File: src/rtl/uart_rx_framed_if.sv
`default_nettype none
// ============================================================
// uart_rx_framed_if : receive-stream handshake between the UART
//                     receiver FIFO head and its consumer
// Revision: 1.0
// ============================================================
interface uart_rx_framed_if #(
    parameter int DATA_BITS = 8
);
    logic [DATA_BITS-1:0] rx_data;
    logic                 rx_valid;
    logic                 rx_ready;
    logic                 parity_err;
    logic                 frame_err;

    modport master (
        output rx_data,
        output rx_valid,
        output parity_err,
        output frame_err,
        input  rx_ready
    );

    modport slave (
        input  rx_data,
        input  rx_valid,
        input  parity_err,
        input  frame_err,
        output rx_ready
    );
endinterface
`default_nettype wire

File: src/rtl/uart_rx_framed.sv
`default_nettype none
// ============================================================
// uart_rx_framed : UART receiver with parity/stop checking and a
//                  first-word fall-through receive FIFO
// Revision: 1.0
// ============================================================
module uart_rx_framed #(
    parameter int CLK_FREQ   = 50_000_000,
    parameter int BAUD       = 115200,
    parameter int DATA_BITS  = 8,
    parameter int PARITY     = 0,
    parameter int STOP_BITS  = 1,
    parameter int FIFO_DEPTH = 4
) (
    input  wire              sys_clk,
    input  wire              sys_rst,
    input  wire              uart_rxd,
    uart_rx_framed_if.master rx,
    output logic             overrun,
    output logic             busy
);
    localparam int BAUD_CNT = CLK_FREQ / BAUD;
    localparam int HALF     = BAUD_CNT / 2;
    localparam int CNT_W    = (BAUD_CNT > 1) ? $clog2(BAUD_CNT) : 1;
    localparam int IDX_W    = $clog2(DATA_BITS + 1);
    localparam int AW       = $clog2(FIFO_DEPTH);
    localparam int WORD_W   = DATA_BITS + 2;

    localparam logic [CNT_W-1:0] BIT_END   = CNT_W'(BAUD_CNT - 1);
    localparam logic [CNT_W-1:0] HALF_END  = CNT_W'(HALF - 1);
    localparam logic [IDX_W-1:0] LAST_BIT  = IDX_W'(DATA_BITS - 1);
    localparam logic             LAST_STOP = 1'(STOP_BITS - 1);

    localparam logic [2:0] IDLE  = 3'd0;
    localparam logic [2:0] START = 3'd1;
    localparam logic [2:0] DATA  = 3'd2;
    localparam logic [2:0] PAR   = 3'd3;
    localparam logic [2:0] STOP  = 3'd4;

    logic                 rxd_meta;
    logic                 rxd_s;
    logic                 rxd_prev;
    logic [2:0]           state;
    logic [CNT_W-1:0]     cnt;
    logic [IDX_W-1:0]     bit_idx;
    logic                 stop_idx;
    logic [DATA_BITS-1:0] shreg;
    logic                 perr;
    logic                 ferr;
    logic                 par_bad;
    logic                 wr_valid;
    logic [WORD_W-1:0]    wr_word;

    always_ff @(posedge sys_clk or negedge sys_rst) begin
        if (!sys_rst) begin
            rxd_meta <= 1'b1;
            rxd_s    <= 1'b1;
            rxd_prev <= 1'b1;
        end else begin
            rxd_meta <= uart_rxd;
            rxd_s    <= rxd_meta;
            rxd_prev <= rxd_s;
        end
    end

    // Parity verdict for the bit currently on the line against the shifted data
    generate
        if (PARITY == 0) begin : g_no_parity
            assign par_bad = 1'b0;
        end else if (PARITY == 1) begin : g_odd_parity
            assign par_bad = ~(^shreg ^ rxd_s);
        end else begin : g_even_parity
            assign par_bad = ^shreg ^ rxd_s;
        end
    endgenerate

    always_ff @(posedge sys_clk or negedge sys_rst) begin
        if (!sys_rst) begin
            state    <= IDLE;
            cnt      <= '0;
            bit_idx  <= '0;
            stop_idx <= 1'b0;
            shreg    <= '0;
            perr     <= 1'b0;
            ferr     <= 1'b0;
            wr_valid <= 1'b0;
            wr_word  <= '0;
        end else begin
            wr_valid <= 1'b0;
            case (state)
                IDLE: begin
                    cnt <= '0;
                    if (rxd_prev && !rxd_s) begin
                        state <= START;
                    end
                end
                START: begin
                    if (cnt == HALF_END) begin
                        cnt     <= '0;
                        bit_idx <= '0;
                        state   <= rxd_s ? IDLE : DATA;
                    end else begin
                        cnt <= cnt + 1'b1;
                    end
                end
                DATA: begin
                    if (cnt == BIT_END) begin
                        cnt   <= '0;
                        shreg <= {rxd_s, shreg[DATA_BITS-1:1]};
                        if (bit_idx == LAST_BIT) begin
                            perr     <= 1'b0;
                            ferr     <= 1'b0;
                            stop_idx <= 1'b0;
                            state    <= (PARITY != 0) ? PAR : STOP;
                        end else begin
                            bit_idx <= bit_idx + 1'b1;
                        end
                    end else begin
                        cnt <= cnt + 1'b1;
                    end
                end
                PAR: begin
                    if (cnt == BIT_END) begin
                        cnt   <= '0;
                        perr  <= par_bad;
                        state <= STOP;
                    end else begin
                        cnt <= cnt + 1'b1;
                    end
                end
                STOP: begin
                    if (cnt == BIT_END) begin
                        cnt <= '0;
                        // Hand the frame off at the last stop sample, not at bit end
                        if (stop_idx == LAST_STOP) begin
                            wr_valid <= 1'b1;
                            wr_word  <= {shreg, perr, ferr | ~rxd_s};
                            state    <= IDLE;
                        end else begin
                            ferr     <= ferr | ~rxd_s;
                            stop_idx <= 1'b1;
                        end
                    end else begin
                        cnt <= cnt + 1'b1;
                    end
                end
                default: state <= IDLE;
            endcase
        end
    end

    assign busy = (state != IDLE);

    logic [WORD_W-1:0] mem [FIFO_DEPTH];
    logic [AW:0]       wr_ptr;
    logic [AW:0]       rd_ptr;
    logic              empty;
    logic              full;
    logic              pop;
    logic              push;
    logic [WORD_W-1:0] head;

    assign empty = (wr_ptr == rd_ptr);
    assign full  = (wr_ptr[AW] != rd_ptr[AW]) && (wr_ptr[AW-1:0] == rd_ptr[AW-1:0]);
    assign pop   = !empty && rx.rx_ready;
    assign push  = wr_valid && (!full || pop);

    always_ff @(posedge sys_clk) begin
        if (push) begin
            mem[wr_ptr[AW-1:0]] <= wr_word;
        end
    end

    always_ff @(posedge sys_clk or negedge sys_rst) begin
        if (!sys_rst) begin
            wr_ptr  <= '0;
            rd_ptr  <= '0;
            overrun <= 1'b0;
        end else begin
            overrun <= wr_valid && full && !pop;
            if (push) begin
                wr_ptr <= wr_ptr + 1'b1;
            end
            if (pop) begin
                rd_ptr <= rd_ptr + 1'b1;
            end
        end
    end

    assign head          = mem[rd_ptr[AW-1:0]];
    assign rx.rx_valid   = !empty;
    assign rx.rx_data    = empty ? '0 : head[WORD_W-1:2];
    assign rx.parity_err = empty ? 1'b0 : head[1];
    assign rx.frame_err  = empty ? 1'b0 : head[0];
endmodule
`default_nettype wire

File: src/flat_wrapper.sv
// flat-port wrapper written by rule: the top's interface ports become plain ports
module uart_rx_framed_flat 
#(
    parameter int CLK_FREQ   = 50_000_000,
    parameter int BAUD       = 115200,
    parameter int DATA_BITS  = 8,
    parameter int PARITY     = 0,
    parameter int STOP_BITS  = 1,
    parameter int FIFO_DEPTH = 4
)
  (sys_clk, sys_rst, uart_rxd, overrun, busy, rx_rx_data, rx_rx_valid, rx_parity_err, rx_frame_err, rx_rx_ready);
  uart_rx_framed_if #(.DATA_BITS(DATA_BITS)) rx_i ();
  input  wire sys_clk;
  input  wire sys_rst;
  input  wire uart_rxd;
  output logic overrun;
  output logic busy;
  output wire logic [$bits(rx_i.rx_data)-1:0] rx_rx_data;
  output wire logic [$bits(rx_i.rx_valid)-1:0] rx_rx_valid;
  output wire logic [$bits(rx_i.parity_err)-1:0] rx_parity_err;
  output wire logic [$bits(rx_i.frame_err)-1:0] rx_frame_err;
  input wire logic [$bits(rx_i.rx_ready)-1:0] rx_rx_ready;
  assign rx_rx_data = rx_i.rx_data;
  assign rx_rx_valid = rx_i.rx_valid;
  assign rx_parity_err = rx_i.parity_err;
  assign rx_frame_err = rx_i.frame_err;
  assign rx_i.rx_ready = rx_rx_ready;
  uart_rx_framed #(.CLK_FREQ(CLK_FREQ), .BAUD(BAUD), .DATA_BITS(DATA_BITS), .PARITY(PARITY), .STOP_BITS(STOP_BITS), .FIFO_DEPTH(FIFO_DEPTH)) u_core (.sys_clk(sys_clk), .sys_rst(sys_rst), .uart_rxd(uart_rxd), .rx(rx_i), .overrun(overrun), .busy(busy));
endmodule
File: config.mk
export PLATFORM = sky130hd
export DESIGN_NAME = uart_rx_framed_flat
export DESIGN_NICKNAME = d
export VERILOG_FILES = /design/src/rtl/uart_rx_framed_if.sv /design/src/rtl/uart_rx_framed.sv /design/src/flat_wrapper.sv
export SDC_FILE = /design/constraint.sdc
export NUM_CORES = 1
export LEC_CHECK = 0
export CAP_MARGIN = 25
export CORE_MARGIN = 3
export CORE_UTILIZATION = 30
export CTS_BUF_LIST = sky130_fd_sc_hd__clkbuf_8
export DETAILED_ROUTE_END_ITERATION = 10
export GPL_TIMING_DRIVEN = 1
export PLACE_DENSITY_LB_ADDON = 0.08
export SLEW_MARGIN = 20
export SYNTH_ARGS = -nofsm -noshare
export SYNTH_HDL_FRONTEND = slang
export SYNTH_SLANG_ARGS = --single-unit
File: constraint.sdc
create_clock -name sys_clk -period 1.9 [get_ports sys_clk]
set_input_delay 0.38 -clock sys_clk [delete_from_list [all_inputs] [get_ports sys_clk]]
set_output_delay 0.38 -clock sys_clk [all_outputs]
set_load 0.02 [all_outputs]
==> results.sh <==
export IMPL_nNetsFinal=296
export IMPL_use_met2_pct=17.5
export IMPL_worst_slack_ns=-0.128
export IMPL_finalWeightedCongestion=0.730
export IMPL_async_reset_ff_share_pct=55.6
export IMPL_port_buffers=15
export IMPL_antenna_found_initial=0
export IMPL_grt_pass1_wl_mm=10.9
export IMPL_synth_cell_types=52
export IMPL_final_period_utilization_pct=107
export IMPL_die_area_um2=13200
export IMPL_power_density_nw_per_um2=796
export IMPL_crit_type="reg2out"
export IMPL_start_util_pct=31.0
export IMPL_cts_sinks=81
export IMPL_top_usage_layer="met2"
export IMPL_io_pins=17
export IMPL_drt_iter0_markers=53
export IMPL_preCtsSetupSlack_ns=-0.207
export IMPL_synth_area_um2=3570
export IMPL_fp_dieW_um=115
export IMPL_crit_chain="buf_6 -> mux4_2 -> and2_4 -> buf_6"
export IMPL_final_util_pct=37.9
export IMPL_clk_path_buf_depth=2
export IMPL_syn2layout_area_growth_pct=22.4
export IMPL_critPathRequiredTime_ns=1.52
export IMPL_end_kind="output port"
export IMPL_max_clock_freq_ghz=0.493
export IMPL_grt_use_met3_pct=2.84
export IMPL_overflow=0
export IMPL_cpPeakStageDelay_ns=0.50
export IMPL_avgSynthCellArea_um2=14.9
export IMPL_hp_class="reg2reg"
export IMPL_min_period_ns=2.03
export IMPL_diodes=0
export IMPL_htreeDepth=3
export IMPL_maxSlewViolCount=0
export IMPL_clk_latency_ns=0.35
export IMPL_syn_nets=253
export IMPL_fillerInstances=1103
export IMPL_ys_seq_area_share_pct=62.0
export IMPL_coreArea_um2=11500
export IMPL_finalSetupViolations=9
export IMPL_synth_edf_count=36
export IMPL_rsz0062_at_grt="yes"
export IMPL_wl_mm=6.44
export IMPL_maxCapViolCount=0
export IMPL_grt_max_degree=31
export IMPL_regArea_um2=2210
export IMPL_critPathMaxFanout=6
export IMPL_arrival_ns=1.65
export IMPL_crit_family="multiplexers"
export IMPL_dp_final_hpwl_mm=4.34
export IMPL_drc=0
export IMPL_num_vias=1979
export IMPL_final_hold_viol_count=0
export IMPL_slowest_stage="mux4_2"
export IMPL_root_buffer="clkbuf_8"
export IMPL_ant_nets=0
export IMPL_yosysWarningCount=0
export IMPL_drt_first_pass_iters=4
export IMPL_met1_usage_pct=13.8
export IMPL_status="finished with violations"
export IMPL_p_leak_nw=1.94
export IMPL_multi_input_area_um2=1300
export IMPL_violations="setup timing"
export IMPL_synth_seq_cells=81
export IMPL_numCtsBuffers=9
export IMPL_synth_cells=240
export IMPL_fp_row_count=39
export IMPL_avgViaCountPerCell=4.59
export IMPL_routedWlPerCell_um=14.9
export IMPL_ir_worst_vdd_mv=0.377
export IMPL_drive_above_1_share_pct=36.1
export IMPL_fin_skew_ns=0.00825
export IMPL_crit_top_cell="buf_6"
export IMPL_synth_ff_type="dfrtp_1"
export IMPL_path_buf_inv=2
export IMPL_cts_tree="built"
export IMPL_track_usage_pct=11.0
export IMPL_clk_pin_slew_worst_paths_ns=0.09
export IMPL_start_kind="flip-flop"
export IMPL_grt_pass1_vias=2117
export IMPL_die_y_um=115
[synth_stat cells (3+ instances only)]
master / count / area, µm²
mux4_2: 9 / 203
mux2_2: 12 / 135
and2_1: 14 / 87.6
nor2_1: 14 / 52.6
buf_2: 4 / 20.0
dfrtp_1: 42 / 1050
nand2_1: 9 / 33.8
mux2_4: 7 / 105
ha_1: 9 / 113
nand3_1: 4 / 20.0
nor3_1: 6 / 30.0
xnor2_1: 11 / 96.3
a21o_1: 3 / 22.5
dfstp_2: 3 / 78.8
a22o_1: 3 / 26.3
edfxtp_1: 36 / 1080
inv_1: 8 / 30.0
[state kept, by name (all words and copies together) (netlist names)]
name and flops:
u_core.overrun 1, u_core.rxd_meta 1, u_core.wr_ptr 3, u_core.rxd_s 1, u_core.rxd_prev 1, u_core.ferr 1
u_core.cnt 9, u_core.mem 36, u_core.wr_word 9, u_core.wr_valid 1, u_core.shreg 8, u_core.rd_ptr 3
u_core.bit_idx 4, u_core.state 3
[final cells by class]
cell class	instances	area share, %
clock buffer	9	2.84
sequential	81	50.6
tap	143	4.10
timing repair buffer	43	10.3
multi-input combinational	140	29.8
inverter	8	0.688
clock inverter	7	1.63
[cell usage in the layout, fill, tap and decap left out, types with 2 or more instances in the layout]
cell type | synthesis | layout
nand4_1 | 2 | 2
dfrtp_1 | 42 | 42
a22o_1 | 3 | 3
nand4_2 | 2 | 2
a21o_1 | 3 | 3
and2_4 | 0 | 9
xnor2_1 | 11 | 10
clkdlybuf4s50_1 | 0 | 3
o22a_1 | 2 | 2
buf_4 | 2 | 19
clkinvlp_4 | 0 | 2
inv_1 | 8 | 9
clkbuf_8 | 0 | 9
dfstp_2 | 3 | 3
ha_1 | 9 | 9
nor2_1 | 14 | 14
edfxtp_1 | 36 | 36
mux4_2 | 9 | 9
mux2_4 | 7 | 7
buf_6 | 2 | 12
xor2_1 | 2 | 2
nor3_1 | 6 | 6
mux2_2 | 12 | 12
and2_1 | 14 | 5
nand2_1 | 9 | 9
nor2b_1 | 2 | 2
and4bb_2 | 2 | 2
buf_12 | 0 | 6
o22ai_1 | 2 | 2
nand3_1 | 4 | 4
o21ai_0 | 2 | 2
[where the power goes]
group          leakage [nW]  switching, W  internal [W]  total, W
Sequential             1.03     0.0000764       0.00188   0.00195
Clock                0.0970      0.000648      0.000607   0.00125
Combinational         0.813      0.000137      0.000131  0.000268
[kinds of logic (layout without fill, tap and decap cells)]
| logic type | after synthesis | in the layout | share of synthesized area (%) |
|---|---|---|---|
| AO/OA/AOI/OAI | 24 | 24 | 5.51 |
| XOR/XNOR | 13 | 13 | 3.19 |
| adder cells (fa/ha/maj) | 9 | 9 | 3.16 |
| buffers and inverters | 19 | 67 | 2.77 |
| flip-flops | 81 | 81 | 62.0 |
| multiplexers | 28 | 28 | 12.4 |
| other | 1 | 1 | 0.105 |
| AND/OR/NAND/NOR | 65 | 65 | 10.9 |
[timing repair]
action / 4_1_cts / 5_1_grt
hold endpoints to repair: 15 / 0
setup buffers: 3 / 0
setup endpoints to repair: 11 / 46
hold buffers: 1 / 0
resized for setup: 52 / 23
cloned: 1 / 0
pin swaps: 0 / 9
[metal layers]
layer	vias up	wire length, µm
li1	965	-
met1	975	3030
met2	30	3110
met3	9	200
met4	0	93
met5	-	0
[metrics by stage]
step,TNS (ns),hold WS (ns),instances,area (µm²),power (W)
final,-1.09,0.359,431,4370,0.00348
after global routing,-2.16,0.367,431,4370,0.00366
after CTS,-2.22,0.360,433,4350,0.00355
after detailed placement,-2.45,0.347,412,4100,0.00226
after global placement,-1.78,0.347,412,4100,0.00226
after floorplan,0,0.0844,240,3570,0.00216
[worst paths after layout]
path                                              start                    endpoint  slack (ns)  cells after the start
setup / recovery           u_core.rd_ptr[0]$_DFFE_PN0P_               rx_rx_data[5]       -0.13                      4
hold / removal                u_core.rxd_meta$_DFF_PN1_      u_core.rxd_s$_DFF_PN1_        0.36                      0
setup reg to reg           u_core.rd_ptr[0]$_DFFE_PN0P_  u_core.mem[2][0]$_DFFE_PP_        0.17                      6
hold reg to reg               u_core.rxd_meta$_DFF_PN1_      u_core.rxd_s$_DFF_PN1_        0.36                      0
max in group asynchronous                       sys_rst   u_core.rxd_meta$_DFF_PN1_        0.83                      3
min in group asynchronous                       sys_rst   u_core.cnt[3]$_DFFE_PN0P_        0.50                      2
(Power assumes the default switching activity.)
